==> src/rtl/regfile_mrw_if.sv <==
// ============================================================================
//  Module      : regfile_mrw_if
//  Description : Bundled read/write port signals for the multi-port register
//                file, with master (datapath) and slave (register file) views.
//  Revision    : 1.0 - initial release
// ============================================================================
`default_nettype none

interface regfile_mrw_if #(
  parameter int ADDR_BITS = 5,
  parameter int WIDTH     = 32,
  parameter int NREAD     = 2,
  parameter int NWRITE    = 2
);
  logic [NWRITE-1:0]           we;
  logic [NWRITE*ADDR_BITS-1:0] wa;
  logic [NWRITE*WIDTH-1:0]     wd;
  logic [NREAD*ADDR_BITS-1:0]  ra;
  logic [NREAD*WIDTH-1:0]      rd;
  logic                        wr_conflict;
  logic [ADDR_BITS-1:0]        conflict_addr;

  modport master (
    output we, wa, wd, ra,
    input  rd, wr_conflict, conflict_addr
  );

  modport slave (
    input  we, wa, wd, ra,
    output rd, wr_conflict, conflict_addr
  );
endinterface

`default_nettype wire

==> src/rtl/regfile_mrw.sv <==
// ============================================================================
//  Module      : regfile_mrw
//  Description : Parametrised register file with NREAD combinational read
//                ports, NWRITE clocked write ports (lowest port wins), an
//                optional hardwired zero entry, optional write-to-read bypass
//                and a registered same-address write-conflict report.
//  Revision    : 1.0 - initial release
// ============================================================================
`default_nettype none

module regfile_mrw #(
  parameter int ADDR_BITS = 5,
  parameter int WIDTH     = 32,
  parameter int NREAD     = 2,
  parameter int NWRITE    = 2,
  parameter int ZERO_REG  = 1,
  parameter int BYPASS    = 1
) (
  input  wire logic      clk,
  input  wire logic      rst,
  regfile_mrw_if.slave   bus
);

  localparam int DEPTH = 1 << ADDR_BITS;

  logic [WIDTH-1:0]     mem [DEPTH];
  logic [ADDR_BITS-1:0] wa_a [NWRITE];
  logic [WIDTH-1:0]     wd_a [NWRITE];
  logic [NWRITE-1:0]    wr_ok;

  logic                 conflict_found;
  logic [ADDR_BITS-1:0] conflict_min;
  logic                 conflict_q;
  logic [ADDR_BITS-1:0] conflict_addr_q;

  // Unpack write ports; a write to entry 0 is not a real write when it is hardwired
  for (genvar i = 0; i < NWRITE; i++) begin : g_wport
    assign wa_a[i]  = bus.wa[i*ADDR_BITS +: ADDR_BITS];
    assign wd_a[i]  = bus.wd[i*WIDTH +: WIDTH];
    assign wr_ok[i] = bus.we[i] && !((ZERO_REG != 0) && (wa_a[i] == '0));
  end

  // Storage update: iterate from highest port down so the lowest index lands last and wins
  always_ff @(posedge clk) begin
    if (rst) begin
      for (int e = 0; e < DEPTH; e++) begin
        mem[e] <= '0;
      end
    end else begin
      for (int i = NWRITE - 1; i >= 0; i--) begin
        if (wr_ok[i]) begin
          mem[wa_a[i]] <= wd_a[i];
        end
      end
    end
  end

  // Read ports: stored value, overridden by the winning same-cycle write, then by the zero entry
  for (genvar j = 0; j < NREAD; j++) begin : g_rport
    logic [ADDR_BITS-1:0] addr;
    logic [WIDTH-1:0]     data;

    assign addr = bus.ra[j*ADDR_BITS +: ADDR_BITS];

    // Bypass is suppressed under reset because those writes are discarded
    always_comb begin
      data = mem[addr];
      if ((BYPASS != 0) && !rst) begin
        for (int i = NWRITE - 1; i >= 0; i--) begin
          if (bus.we[i] && (wa_a[i] == addr)) begin
            data = wd_a[i];
          end
        end
      end
      if ((ZERO_REG != 0) && (addr == '0)) begin
        data = '0;
      end
    end

    assign bus.rd[j*WIDTH +: WIDTH] = data;
  end

  // Pairwise search for enabled writes to the same writable entry, keeping the lowest address
  always_comb begin
    conflict_found = 1'b0;
    conflict_min   = '0;
    for (int i = 0; i < NWRITE; i++) begin
      for (int k = i + 1; k < NWRITE; k++) begin
        if (wr_ok[i] && wr_ok[k] && (wa_a[i] == wa_a[k])) begin
          if (!conflict_found || (wa_a[i] < conflict_min)) begin
            conflict_min = wa_a[i];
          end
          conflict_found = 1'b1;
        end
      end
    end
  end

  // Conflict report register; the address holds across conflict-free cycles
  always_ff @(posedge clk) begin
    if (rst) begin
      conflict_q      <= 1'b0;
      conflict_addr_q <= '0;
    end else begin
      conflict_q <= conflict_found;
      if (conflict_found) begin
        conflict_addr_q <= conflict_min;
      end
    end
  end

  assign bus.wr_conflict   = conflict_q;
  assign bus.conflict_addr = conflict_addr_q;

endmodule

`default_nettype wire

==> src/flat_wrapper.sv <==
// flat-port wrapper written by rule: the top's interface ports become plain ports
module regfile_mrw_flat 
#(
  parameter int ADDR_BITS = 5,
  parameter int WIDTH     = 32,
  parameter int NREAD     = 2,
  parameter int NWRITE    = 2,
  parameter int ZERO_REG  = 1,
  parameter int BYPASS    = 1
)
  (clk, rst, bus_we, bus_wa, bus_wd, bus_ra, bus_rd, bus_wr_conflict, bus_conflict_addr);
  regfile_mrw_if #(.ADDR_BITS(ADDR_BITS), .WIDTH(WIDTH), .NREAD(NREAD), .NWRITE(NWRITE)) bus_i ();
  input  wire logic clk;
  input  wire logic rst;
  input wire logic [$bits(bus_i.we)-1:0] bus_we;
  input wire logic [$bits(bus_i.wa)-1:0] bus_wa;
  input wire logic [$bits(bus_i.wd)-1:0] bus_wd;
  input wire logic [$bits(bus_i.ra)-1:0] bus_ra;
  output wire logic [$bits(bus_i.rd)-1:0] bus_rd;
  output wire logic [$bits(bus_i.wr_conflict)-1:0] bus_wr_conflict;
  output wire logic [$bits(bus_i.conflict_addr)-1:0] bus_conflict_addr;
  assign bus_i.we = bus_we;
  assign bus_i.wa = bus_wa;
  assign bus_i.wd = bus_wd;
  assign bus_i.ra = bus_ra;
  assign bus_rd = bus_i.rd;
  assign bus_wr_conflict = bus_i.wr_conflict;
  assign bus_conflict_addr = bus_i.conflict_addr;
  regfile_mrw #(.ADDR_BITS(ADDR_BITS), .WIDTH(WIDTH), .NREAD(NREAD), .NWRITE(NWRITE), .ZERO_REG(ZERO_REG), .BYPASS(BYPASS)) u_core (.clk(clk), .rst(rst), .bus(bus_i));
endmodule
==> config.mk <==
export PLATFORM = sky130hd
export DESIGN_NAME = regfile_mrw_flat
export DESIGN_NICKNAME = d
export VERILOG_FILES = /design/src/rtl/regfile_mrw_if.sv /design/src/rtl/regfile_mrw.sv /design/src/flat_wrapper.sv
export SDC_FILE = /design/constraint.sdc
export NUM_CORES = 2
export LEC_CHECK = 0
export CAP_MARGIN = 15
export CORE_MARGIN = 2
export CORE_UTILIZATION = 68
export CTS_BUF_LIST = sky130_fd_sc_hd__clkbuf_16
export DETAILED_ROUTE_END_ITERATION = 10
export GPL_TIMING_DRIVEN = 0
export HOLD_SLACK_MARGIN = 0.06
export PLACE_DENSITY = 0.86
export SLEW_MARGIN = 20
export SYNTH_ARGS = -nofsm -noshare
export SYNTH_HDL_FRONTEND = slang
export SYNTH_SLANG_ARGS = --single-unit
==> constraint.sdc <==
create_clock -name clk -period 12.98 [get_ports clk]
set_input_delay 1.947 -clock clk [delete_from_list [all_inputs] [get_ports clk]]
set_output_delay 1.947 -clock clk [all_outputs]
set_load 0.01 [all_outputs]
After elaboration in Yosys (flattened, before gate mapping)

Memory sizes are Yosys's and may differ from the RTL's.
Index checks and enable logic that the tools add are counted.

Flip-flop bits (word level): 6
Memory bits (writable): 1024
Bits of input ports: 88
Output and inout bits: 70
Logic and storage cells: 48
Memories: 1

Eq/ne operators: 5
Muxes and demuxes: 24
Reductions and logical operators: 16

Memories:

| name       | depth | width | rd ports | clocked after memory_dff | write ports | line              | source |
|---|---|---|---|---|---|---|---|
| u_core.mem | 32    | 32    | 2        | 0                        | 32          | regfile_mrw.sv:26 | `logic [WIDTH-1:0] mem [DEPTH];` |

Operators by type and width:

| operator            | number |
|---|---|
| $mux W32            | 10 |
| $reduce_or A32 Y1   | 2 |
| $eq A5 B5 Y1        | 5 |
| $logic_not A5 Y1    | 4 |
| $mux W5             | 3 |
| $mux W1             | 11 |
| $logic_and A1 B1 Y1 | 8 |
| $logic_not A1 Y1    | 2 |

Longest topological paths before layout

Depth after elaboration: 8
Mapped depth: 8

Least setup slack after synthesis

No wires, ideal clock.

Path kind: in2reg
From: input port rst
To: memory u_core.mem[1][0], enable pin
Setup time: 0.466 ns
Arrival time: 4.990 ns
Required time: 12.514 ns
Slack: 7.524 ns
Cell stages on the path: 5
Path buffers: 1
Path through: buf_2 -> nor2_1 -> and2_1 -> nand3_1 -> o21ai_0

RTL lines:

| item        | line               | source |
|---|---|---|
| from (decl) | flat_wrapper.sv:14 | `input wire logic rst;` |
| to (decl)   | regfile_mrw.sv:26  |  |

Final worst setup path

From: input port bus_ra[2]
To: output port bus_rd[31]

Cells in the longest elaborated chain, start to end: 6

RTL lines:

| item                                                    | line               | source |
|---|---|---|
| from (decl)                                             | flat_wrapper.sv:18 | `input wire logic [$bits(bus_i.ra)-1:0] bus_ra;` |
| branches (longest 5 deep; another with $mem_v2 Z32 W32) | --                 |  |
| $mux W32 (*)                                            | regfile_mrw.sv:75  | `if ((ZERO_REG != 0) && (addr == '0)) begin` |
| to (decl)                                               | flat_wrapper.sv:19 | `output wire logic [$bits(bus_i.rd)-1:0] bus_rd;` |

Every way passes the cells marked *.

==> flow_summary.ini <==
[logic_synthesis]
synth_edf_count = 1024
synth_cell_type_count = 47
synthTopCellsByArea = edfxtp_1 (50%), mux2i_1 (17%), a22o_1 (14%)
yosysMostFrequentCell = mux2i_1
synth_common_cells = mux2i_1 (1029), edfxtp_1 (1024), a22o_1 (992), a22oi_1 (512), clkbuf_1 (461)
async_flop_share_pct = 0
synthXorXnorAreaFrac_pct = 0.325
yosysTopAreaCellShare_pct = 49.6
synth_compound_area_share_pct = 22.2
syn_area_per_cell_sq_um = 12.2
synth_top_family_by_area = compound AO/OA/AOI/OAI gates
synthMuxAreaShare_pct = 16.6
ys_warn_count = 0
synth_seq_cells = 1030
synth_area_leader_cell = edfxtp_1
synthFlopType = edfxtp_1
synth_area_sq_um = 62000
synth-simple-area-share_pct = 5.26
yosysSeqAreaShare_pct = 49.8
syn_inst = 5083
synth_adder_area_share_pct = 0

[setup_path]
r2r_end = u_core.bus.conflict_addr[4]
ff2ff_path_depth = 2
reg2reg_from = u_core.bus.conflict_addr[4]
path_max_fanout = 12
start_kind = primary input
cp.required_ns = 11.03
r2r_setup_slack_ns = 12.28
end_kind = output pin
critPathKind = primary input to output pin
cp.arrival_ns = 6.80

[timing]
min_period_ns = 8.74
maxSlewHeadroom_pct = 4.11
finalCritPeriodShare_pct = 67.4
drv_slew = 0
clock.fmax_ghz = 0.114
hold_viol = 0
fin_tns_setup_ns = 0
worst_pin_slew_ns = 1.44
skew_ns = 0
setup_viol = 0
rsz0062_at_grt = no

[placed_design]
dp.cells = 6441
hpwl_microns = 196000
post_dp_cell_area_sq_um = 65700
portBuffers = 120
place_congestion = 1.10

[global_route]
grt_usage_pct = 57.1
grt_pass1_wl_microns = 379000
grt_antenna_before_repair = 27
grt_pass1_vias = 53200
overflow = 0
grt_max_degree = 33

[power]
ir_worst_vdd_v = 0.000119
pwr_density_cell_nw_per_um2 = 122
power.leakage_nw = 25.8

[hold_path]
min_from = u_core.bus.conflict_addr[0]
worstHoldPathType = flop to flop
min_to = u_core.bus.conflict_addr[0]
worstHoldPathCells = 2

[floorplanning]
die_w_microns = 306
die-area_sq_um = 93600
die_y_microns = 306
core_sq_um = 90100
start_util_pct = 68.8
io_pins = 158
placement_rows = 110

[cts]
cts.repair.resized = 0
cts_sinks = 1030
numCtsBuffers = 106
htree_levels = 3
ctsHoldBuffers = 0
cts_max_path_buffers = 3
ctsRootBufferMaster = clkbuf_16
path_clk_slew_ns = 0.06
cts_setup_buffers = 0
cts_tree = yes
clock_latency_ns = 0.74

[drt]
postRouteAntennaNets = 0
wl_per_cell_microns = 40.8
drt-total-wl_microns = 272000
vias = 56100
vias_per_cell = 8.42
drt-initial-drc-count = 12100
drtPass1Iterations = 11
drc = 5

[cells_and_area]
area_growth_pct = 11.6
final_cells = 6664
finalInstanceArea_sq_um = 69200
finish.net_count = 5461
fillCellCount = 5540
drive_gt1_share_pct = 9.80

[outcome]
violations = DRC
status = finished with violations

[run]
drv_cap = 0
[through the flow]
step / utilization [%] / hold WS, ns / power, mW / setup slack (ns)
after global placement: 71.9 / 0.475 / 5.24 / 4.19
final: 76.7 / 0.498 / 8.43 / 4.24
after CTS: 76.6 / 0.502 / 8.22 / 4.70
after detailed placement: 72.9 / 0.486 / 5.31 / 4.74
after global routing: 76.7 / 0.527 / 8.48 / 4.47
after floorplan: - / 0.536 / 4.73 / 7.52
[critical path, cell delays in order]
cell and delay [ns]:
clkdlybuf4s50_1 0.87, nor2_1 0.16, clkbuf_2 0.56, clkbuf_1 0.74
a22oi_1 0.39, nand3_1 0.27, and4_1 0.32, o32ai_1 0.80
clkdlybuf4s50_1 0.70
[metal layers]
| metal | track usage, % | vias up | part of all wire [%] |
|---|---|---|---|
| li1 | - | 21300 | - |
| met1 | 66.6 | 26300 | 31 |
| met2 | 78.7 | 6698 | 40 |
| met3 | 25.7 | 1848 | 17 |
| met4 | 51.1 | 14 | 12 |
| met5 | 2.27 | - | 0.090 |
[registers in the layout (all words and copies together), names as in the netlist]
name	flops
u_core.bus.wr_conflict	1
u_core.bus.conflict_addr	5
u_core.mem	1024
[logic make-up (layout without fill, tap and decap cells)]
logic type / Yosys count / in the layout
AOI/OAI and AO/OA: 1665 / 1665
xor gates and xnor gates: 23 / 23
muxes: 1029 / 1029
DFF: 1030 / 1030
and+or+nand+nor: 567 / 567
other: 1 / 59
buffers and inverters: 768 / 1115
[power breakdown]
| group | leakage, nW | internal (mW) | switching [mW] | total (mW) |
|---|---|---|---|---|
| registers | 9.82 | 3.86 | 0.119 | 3.98 |
| logic | 14.2 | 0.448 | 0.946 | 1.39 |
| clock network | 1.72 | 1.65 | 1.41 | 3.06 |
| total | 25.8 | 5.95 | 2.48 | 8.43 |
[layout make-up]
type,count,area (sq um),share of cell area (%)
Clock buffer,110,2750,3.98
Sequential cell,1030,30900,44.6
Buffer,736,3510,5.08
Antenna cell,27,67.6,0.0977
Timing Repair Buffer,151,1960,2.84
Multi-Input combinational cell,3316,27800,40.2
Inverter,32,120,0.174
Tap cell,1176,1470,2.13
Clock inverter,86,572,0.827
[cell usage in the layout (no fill, tap or decap), types with 63 or more instances in the layout]
master / count
a31oi_1: 64
nand3_1: 263
and4_1: 64
o32ai_1: 63
clkbuf_1: 447
nor3_1: 66
a22o_1: 992
a22oi_1: 512
mux2i_1: 1029
edfxtp_1: 1024
clkbuf_16: 110
buf_4: 86
clkdlybuf4s50_1: 120
buf_2: 129
[how the worst max path moves through the flow]
stage | start | to | cells past startpoint | slack [ns]
6_report | bus_ra[2] | bus_rd[31] | 9 | 4.24
5_1_grt | bus_ra[5] | bus_rd[52] | 9 | 4.47
4_1_cts | bus_ra[7] | bus_rd[60] | 9 | 4.70
3_5_place_dp | bus_ra[7] | bus_rd[32] | 9 | 4.74
3_3_place_gp | bus_wa[5] | u_core.mem[15][3] | 5 | 4.19
2_1_floorplan | rst | u_core.mem[1][0] | 5 | 7.52
Power figures use the tool's default switching activity.
